File: src/rtl/mac8_commit_ctrl_pkg.sv
// Shared MAC8 types: accumulator width, issue-side op encoding and the pending-entry layout.
// The value helper is shared by the controller and any issue-decode logic that previews results.
package mac8_commit_ctrl_pkg;

  localparam int unsigned MAC8_ACC_W      = 32;
  localparam int unsigned MAC8_TRANS_ID_W = 3;

  typedef enum logic {
    MAC8_ACC  = 1'b0,
    MAC8_INIT = 1'b1
  } mac8_op_e;

  typedef struct packed {
    logic [MAC8_TRANS_ID_W-1:0] trans_id;
    logic [MAC8_ACC_W-1:0]      value;
  } mac8_pending_t;

  // ACC wraps modulo 2^32 by construction; there is deliberately no overflow flag.
  function automatic logic [MAC8_ACC_W-1:0] mac8_next_value(
    input mac8_op_e              op,
    input logic [MAC8_ACC_W-1:0] init_value,
    input logic [MAC8_ACC_W-1:0] spec_acc,
    input logic [MAC8_ACC_W-1:0] dot_sum
  );
    return (op == MAC8_INIT) ? init_value : (spec_acc + dot_sum);
  endfunction

endpackage

File: src/rtl/mac8_pending_fifo.sv
// In-order circular buffer of speculative accumulator entries.
// Exposes head (oldest) and tail (youngest) combinationally; the count register separates full from empty.
module mac8_pending_fifo #(
  parameter int unsigned DEPTH  = 4,
  parameter int unsigned DATA_W = 35,
  parameter int unsigned TAIL_W = DATA_W
) (
  input  logic                       clk_i,
  input  logic                       rst_ni,
  input  logic                       push_i,
  input  logic [DATA_W-1:0]          wdata_i,
  input  logic                       pop_i,
  input  logic                       clear_i,
  output logic [DATA_W-1:0]          head_o,
  output logic [TAIL_W-1:0]          tail_o,
  output logic [$clog2(DEPTH):0]     count_o,
  output logic                       empty_o,
  output logic                       full_o
);
  import mac8_commit_ctrl_pkg::*;

  localparam int unsigned PTR_W = $clog2(DEPTH);
  localparam int unsigned CNT_W = PTR_W + 1;

  logic [DATA_W-1:0] mem_q [DEPTH];
  logic [PTR_W-1:0]  rd_ptr_q, rd_ptr_d;
  logic [PTR_W-1:0]  wr_ptr_q, wr_ptr_d;
  logic [CNT_W-1:0]  count_q, count_d;
  logic [PTR_W-1:0]  tail_idx;

  // Caller guarantees no push when full and no pop when empty.
  always_comb begin
    rd_ptr_d = rd_ptr_q;
    wr_ptr_d = wr_ptr_q;
    count_d  = count_q;
    if (clear_i) begin
      rd_ptr_d = '0;
      wr_ptr_d = '0;
      count_d  = '0;
    end else begin
      if (pop_i)  rd_ptr_d = rd_ptr_q + PTR_W'(1);
      if (push_i) wr_ptr_d = wr_ptr_q + PTR_W'(1);
      if (push_i && !pop_i)      count_d = count_q + CNT_W'(1);
      else if (!push_i && pop_i) count_d = count_q - CNT_W'(1);
    end
  end

  always_ff @(posedge clk_i or negedge rst_ni) begin
    if (!rst_ni) begin
      rd_ptr_q <= '0;
      wr_ptr_q <= '0;
      count_q  <= '0;
    end else begin
      rd_ptr_q <= rd_ptr_d;
      wr_ptr_q <= wr_ptr_d;
      count_q  <= count_d;
    end
  end

  // Storage needs no reset: an entry is only ever read after it was written.
  always_ff @(posedge clk_i) begin
    if (push_i && !clear_i) mem_q[wr_ptr_q] <= wdata_i;
  end

  assign tail_idx = wr_ptr_q - PTR_W'(1);
  assign head_o   = mem_q[rd_ptr_q];
  assign tail_o   = mem_q[tail_idx][TAIL_W-1:0];
  assign count_o  = count_q;
  assign empty_o  = (count_q == '0);
  assign full_o   = (count_q == CNT_W'(DEPTH));

endmodule

File: src/rtl/mac8_commit_ctrl.sv
// Commit-side MAC8 controller: speculative accumulator values wait in an in-order queue
// and only reach the architectural accumulator when the commit stage retires the matching tag.
module mac8_commit_ctrl
  import mac8_commit_ctrl_pkg::*;
#(
  parameter int unsigned NR_ENTRIES = 4,
  parameter int unsigned TRANS_ID_W = 3
) (
  input  logic                          clk_i,
  input  logic                          rst_ni,
  input  logic                          flush_i,
  input  logic                          issue_valid_i,
  output logic                          issue_ready_o,
  input  logic                          issue_init_i,
  input  logic [TRANS_ID_W-1:0]         issue_trans_id_i,
  input  logic [31:0]                   init_value_i,
  input  logic [31:0]                   dot_sum_i,
  output logic                          result_valid_o,
  output logic [31:0]                   result_o,
  output logic [TRANS_ID_W-1:0]         result_trans_id_o,
  input  logic                          commit_i,
  input  logic [TRANS_ID_W-1:0]         commit_trans_id_i,
  output logic                          commit_error_o,
  output logic [31:0]                   arch_acc_o,
  output logic [$clog2(NR_ENTRIES):0]   pending_o
);

  localparam int unsigned ENTRY_W = TRANS_ID_W + MAC8_ACC_W;

  logic [ENTRY_W-1:0]          head_entry;
  logic [ENTRY_W-1:0]          push_entry;
  logic [MAC8_ACC_W-1:0]       tail_value;
  logic [TRANS_ID_W-1:0]       head_id;
  logic [MAC8_ACC_W-1:0]       head_value;
  logic                        fifo_empty, fifo_full;

  logic                        accept;
  logic                        commit_ok;
  logic [MAC8_ACC_W-1:0]       spec_acc;
  logic [MAC8_ACC_W-1:0]       new_value;

  logic [MAC8_ACC_W-1:0]       arch_acc_q, arch_acc_d;
  logic                        result_valid_q, result_valid_d;
  logic [MAC8_ACC_W-1:0]       result_q, result_d;
  logic [TRANS_ID_W-1:0]       result_id_q, result_id_d;
  logic                        commit_error_q, commit_error_d;

  assign head_id    = head_entry[ENTRY_W-1 -: TRANS_ID_W];
  assign head_value = head_entry[MAC8_ACC_W-1:0];
  assign push_entry = {issue_trans_id_i, new_value};

  // No same-cycle commit bypass: a full queue stalls issue even if the head retires now.
  assign issue_ready_o = !fifo_full;
  assign accept        = issue_valid_i && issue_ready_o && !flush_i;
  assign commit_ok     = commit_i && !fifo_empty && (commit_trans_id_i == head_id);

  always_comb begin
    spec_acc  = fifo_empty ? arch_acc_q : tail_value;
    new_value = mac8_next_value(mac8_op_e'(issue_init_i), init_value_i, spec_acc, dot_sum_i);

    arch_acc_d     = commit_ok ? head_value : arch_acc_q;
    commit_error_d = commit_i && !commit_ok;
    result_valid_d = accept;
    result_d       = accept ? new_value : result_q;
    result_id_d    = accept ? issue_trans_id_i : result_id_q;
  end

  mac8_pending_fifo #(
    .DEPTH  (NR_ENTRIES),
    .DATA_W (ENTRY_W),
    .TAIL_W (MAC8_ACC_W)
  ) i_pending_fifo (
    .clk_i   (clk_i),
    .rst_ni  (rst_ni),
    .push_i  (accept),
    .wdata_i (push_entry),
    .pop_i   (commit_ok),
    .clear_i (flush_i),
    .head_o  (head_entry),
    .tail_o  (tail_value),
    .count_o (pending_o),
    .empty_o (fifo_empty),
    .full_o  (fifo_full)
  );

  always_ff @(posedge clk_i or negedge rst_ni) begin
    if (!rst_ni) begin
      arch_acc_q     <= '0;
      result_valid_q <= 1'b0;
      result_q       <= '0;
      result_id_q    <= '0;
      commit_error_q <= 1'b0;
    end else begin
      arch_acc_q     <= arch_acc_d;
      result_valid_q <= result_valid_d;
      result_q       <= result_d;
      result_id_q    <= result_id_d;
      commit_error_q <= commit_error_d;
    end
  end

  assign arch_acc_o        = arch_acc_q;
  assign result_valid_o    = result_valid_q;
  assign result_o          = result_q;
  assign result_trans_id_o = result_id_q;
  assign commit_error_o    = commit_error_q;

endmodule

File: config.mk
export PLATFORM = sky130hd
export DESIGN_NAME = mac8_commit_ctrl
export DESIGN_NICKNAME = d
export VERILOG_FILES = /design/src/rtl/mac8_commit_ctrl_pkg.sv /design/src/rtl/mac8_pending_fifo.sv /design/src/rtl/mac8_commit_ctrl.sv
export SDC_FILE = /design/constraint.sdc
export NUM_CORES = 1
export LEC_CHECK = 0
export CAP_MARGIN = 20
export CORE_MARGIN = 2
export CORE_UTILIZATION = 50
export DETAILED_ROUTE_END_ITERATION = 12
export PLACE_DENSITY = 0.73
export SYNTH_ARGS = -nofsm -noshare
export SYNTH_HDL_FRONTEND = slang
export SYNTH_SLANG_ARGS = --single-unit
File: constraint.sdc
create_clock -name clk_i -period 5.8 [get_ports clk_i]
set_input_delay 0.58 -clock clk_i [delete_from_list [all_inputs] [get_ports clk_i]]
set_output_delay 0.58 -clock clk_i [all_outputs]
set_load 0.005 [all_outputs]
-- After elaboration in Yosys (flattened, before gate mapping)
Memories as Yosys holds them, arrays and structs flattened.
Cells that the tools add are included.
- add/sub/neg operators: 6
- equality and inequality tests: 2
- multiplexer cells: 11
- reduce and logical (&&, ||, !) cells: 17
- operators by type and width (cell ; number):
    32-bit 2-to-1 mux ; 2
    32-bit adder ; 1
    3-bit 2-to-1 mux ; 3
    1-bit logical AND ; 8
    2-bit 2-to-1 mux ; 4
    1-bit zero test ; 5
    2-bit by 1-bit adder with 2-bit output (second input constant) ; 2
    2-bit nonzero test ; 2
    3-bit by 1-bit adder with 3-bit output (second input constant) ; 1
    3-bit equality test ; 1
    3-bit equality test (second input constant) ; 1
    3-bit zero test ; 1
    3-bit nonzero test ; 1
    3-bit by 1-bit subtractor with 3-bit output (second input constant) ; 1
    1-bit 2-to-1 mux ; 2
    2-bit by 1-bit subtractor with 2-bit output (second input constant) ; 1
- register bits after elaboration: 76
- bits in writable memories: 140
- input port bits: 76
- output and inout port bits: 73
- word-level logic and storage cells: 45
- memories kept: 1
- memory list (memory ; words ; bits a word ; rd ports ; clocked after memory_dff ; wr ports ; RTL line ; RTL):
    i_pending_fifo.mem_q ; 4 ; 35 ; 2 ; 0 ; 1 ; mac8_pending_fifo.sv:25 ; logic [DATA_W-1:0] mem_q [DEPTH];

-- Longest topological paths before layout
- depth after elaboration: 9
- gate-level depth with buffers: 17
- mapped depth without buffers: 13

-- By module
A second synthesis with hierarchy kept.
- cell total of the unflattened synthesis: 779
- area, all modules: 11290.8 sq um
- by module, submodules not included (module ; instances ; cells an instance ; area each (sq um) ; seq. area each (sq um)):
    mac8_pending_fifo ; 1 ; 268 ; 6391.1 ; 4379.2
    mac8_commit_ctrl ; 1 ; 511 ; 4899.7 ; 1726.7

-- Least setup slack after synthesis
No wires, ideal clock.
- path type: register -> register
- from: register i_pending_fifo.wr_ptr_q[0]
- to: memory i_pending_fifo.mem_q[0][26] (data pin)
- library setup time: 201 ps
- arrival time: 4722 ps
- required time: 5599 ps
- path slack: 878 ps
- stages on the path, launching flop included: 17
- buffers on the path: 4
- period minus slack after synthesis: 4922 ps
- path through: dfrtp_1 clkbuf_1 buf_1 inv_1 ha_1 clkbuf_1 clkbuf_1 mux4_2 mux2_2 ha_1 a21o_2 a311oi_2 or3_4 a31oi_4 a311o_1 xnor2_1 o21ai_0
- cells in the longest elaborated chain, start to end: 5
- ends and longest elaborated chain (item ; RTL line ; RTL):
    from (decl) ; mac8_pending_fifo.sv:27 ; logic [PTR_W-1:0] wr_ptr_q, wr_ptr_d;
    from (signal assigned) ; mac8_pending_fifo.sv:55 ; wr_ptr_q <= wr_ptr_d;
    2-bit by 1-bit subtractor with 2-bit output ; mac8_pending_fifo.sv:65 ; assign tail_idx = wr_ptr_q - PTR_W'(1);
    memory 4 x 35 bit ; - ;
    32-bit 2-to-1 mux ; mac8_commit_ctrl.sv:58 ; spec_acc = fifo_empty ? arch_acc_q : tail_value;
    32-bit adder ; mac8_commit_ctrl_pkg.sv:25 ; return (op == MAC8_INIT) ? init_value : (spec_acc + dot_sum);
    32-bit 2-to-1 mux ; mac8_commit_ctrl_pkg.sv:25 ;
    named net i_pending_fifo.wdata_i[26] ; mac8_pending_fifo.sv:11 ; input logic [DATA_W-1:0] wdata_i,
    to (decl) ; mac8_pending_fifo.sv:25 ;
The timed path passes the listed nets, and every way through them passes these cells.

-- Worst setup path in the final report
- from: register i_pending_fifo.wr_ptr_q[0]
- to: memory i_pending_fifo.mem_q[3][26] (data pin)
The elaborated chain is that of the path after synthesis.

==> results.ini <==
[synthesis]
async_flop_share_pct=35.2
synth_cells=880
syn_avg_cell_area_sq_um=13.2
synth_seq_cells=216
ys_types=61
synth_nets=993
synth-main-ff-cell=edfxtp_1
yosysWarnings=0
syn-cell-area_sq_mm=0.0116
synth_edf_count=140
synth-seq-area-share_pct=52.7

[sta]
rsz0062_at_grt=no
max_freq_ghz=0.216
max_slew_margin_pct=27.9
final.setup.tns_ns=0
setup_violations=0
timing.final.ws_setup_ns=1.17
holdWs_ns=0.473
drv_slew=0
timing.final.crit_share_pct=79.8
min_period_ns=4.63
hold_viol_final=0
fin_worst_skew_ns=0.00944
tightest_slew_ns=1.08

[clock_network]
path_clk_slew_ns=0.06
cts.htree.levels=1
cts_setup_buffers=0
cts_tree=built
clock_latency_ns=0.51
cts_num_sinks=216
cts_resized=0
clock_path_buffers=3
cts_buffers=23
cts_root_buf=clkbuf_16

[run]
cap_violations=0

[routing]
drc_errors=0
drt_iter0_drc=644
drtAntennaViolNets=0
drtPass1Iterations=5
routed_wl_microns=30300
wl_per_cell_microns=22.8
num_vias=8112
via_per_inst=6.11

[floorplan]
dieHeight_microns=156
die_area_sq_mm=0.0244
boundaryPins=149
fp.coreArea_sq_mm=0.0227
die_x_microns=156
fp-row-count=55
initial_core_util_pct=51.0

[worst_setup_path]
worstPathMaxFanout=34
endpoint_kind=register
worstPathArrival_ns=4.92
required_ns=6.09
crit_path_start_kind=register
crit_type=register to register

[placed_design]
pre_cts_ws_ns=1.20
placed_cells=1285
hpwlAfterDp_microns=20500
gp_congestion=0.908
io_buffers=148

[final_layout]
final_cell_count_no_fill=1327
final_nets=1139
drive_gt1_share_pct=20.2
mostFrequentLayoutCell=clkdlybuf4s50_1
area_growth_pct=21.9
final_cell_mix=146 x clkdlybuf4s50_1, 140 x edfxtp_1, 102 x nand2_1, 74 x dfrtp_1, 70 x mux2_2
n_antenna_cell=0

[global_routing]
gr-total-overflow=0
grt_util_met2_pct=40.1
antenna_found_initial=0
grtUsageMet3_pct=4.51
grt_max_degree=58
grt_util_all_layers_pct=25.0
busiest_layer=met2
grt_pass1_wl_microns=46400
grtUsageMet1_pct=36.3
grt_pass1_vias=8174

[power]
power_per_cell_area_mw_per_mm2=501
power.share.sequential_pct=33.1
p_total_mw=7.08
clkPwrFrac_pct=20.3
power.net_switching_mw=2.56
vdd_drop_max_mv=0.254
switching_share_pct=36.2
p_leak_nw=5.21
pwr-share-comb_pct=46.6
intPower_mw=4.51

[outcome]
outcome=finished clean

[hold_path]
hold_class=register to register

## flip-flops by register name (all words and copies together), names as in the netlist
register	flops
i_pending_fifo.mem_q	140
arch_acc_o	32
result_o	32
i_pending_fifo.count_o	3
result_trans_id_o	3
i_pending_fifo.rd_ptr_q	2
i_pending_fifo.wr_ptr_q	2
commit_error_o	1
result_valid_o	1
## cell type report
class,instances,area [sq um]
fillers,1758,8580
flip-flops and latches,216,6110
multi-input cells,600,5220
repair buffers,167,1640
clock buffers,26,587
well taps,285,357
clock inverters,15,146
inverters,18,67.6
## power by group through the flow
| stage | clock network (mW) | logic, mW | registers [mW] |
|---|---|---|---|
| 5_1_grt | 1.52 | 3.60 | 2.38 |
| 3_3_place_gp | 0 | 3.20 | 2.36 |
| 2_1_floorplan | 0 | 2.08 | 2.32 |
| 4_1_cts | 1.46 | 3.28 | 2.34 |
| 6_report | 1.44 | 3.30 | 2.34 |
| 3_5_place_dp | 0 | 3.25 | 2.37 |
## routing by layer
layer	vias to the layer above	share of wire, %
met5	-	0
met4	0	1.4
met3	37	9.2
met2	397	47
met1	4015	43
li1	3663	-
## Yosys cell counts, drive strengths merged, types with 7 or more instances
cell	count	area, sq um
edfxtp	140	4200
nand2	102	383
dfrtp	76	1900
mux2	76	856
mux4	67	1510
o21ai	52	264
a21oi	44	220
nor2	38	143
ha	35	438
clkbuf	31	118
xnor2	22	193
nor3	18	90.1
inv	17	63.8
buf	15	82.6
nand3	13	65.1
xor2	13	114
a31oi	10	83.8
o211ai	10	75.1
and2	9	56.3
o21a	9	67.6
a211oi	7	52.6
a21o	7	56.3
nand4	7	43.8
## through the flow
step / util [%] / instance area [sq um]
after detailed placement: 59.0 / 13400
after floorplan: - / 11600
after global routing: 62.2 / 14100
after CTS: 62.2 / 14100
after global placement: 59.0 / 13400
final: 62.2 / 14100
## what timing repair did
item,in CTS,in global routing
setup endpoints to repair,0,0
hold buffers,1,0
hold endpoints to repair,19,0
## worst paths after layout
kind                                                        start                                endpoint  slack [ns]  cells past startpoint
setup / recovery           i_pending_fifo.wr_ptr_q[0]$_DFFE_PN0P_   i_pending_fifo.mem_q[3][26]$_DFFE_PP_        1.17                     12
hold / removal                            result_o[1]$_DFFE_PN0P_                 result_o[1]$_DFFE_PN0P_        0.47                      2
setup reg to reg           i_pending_fifo.wr_ptr_q[0]$_DFFE_PN0P_   i_pending_fifo.mem_q[3][26]$_DFFE_PP_        1.17                     12
hold reg to reg                           result_o[1]$_DFFE_PN0P_                 result_o[1]$_DFFE_PN0P_        0.47                      2
max in group asynchronous                                  rst_ni  i_pending_fifo.rd_ptr_q[0]$_DFFE_PN0P_        4.11                      3
min in group asynchronous                                  rst_ni              arch_acc_o[14]$_DFFE_PN0P_        0.50                      2
## worst max-delay path, cell delays in order (launching register included)
cell,delay [ns]
dfrtp_2,0.35
buf_4,0.56
mux4_2,0.58
mux2_2,0.27
ha_1,0.22
fa_1,0.42
a21o_2,0.26
a311oi_2,0.43
or3_4,0.23
a31oi_4,0.14
a311o_1,0.43
xnor2_1,0.16
o21ai_0,0.33
## cell families after synthesis
| kind of cell | after synthesis | share of synthesized area (%) |
|---|---|---|
| flip-flops | 216 | 52.7 |
| AND/OR/NAND/NOR | 215 | 8.36 |
| AO/OA/AOI/OAI | 164 | 8.97 |
| multiplexers | 149 | 20.9 |
| buffers and inverters | 64 | 2.31 |
| adder cells (fa/ha/maj) | 37 | 4.12 |
| XOR/XNOR | 35 | 2.64 |
No activity file was read; power rests on OpenSTA's default activity.
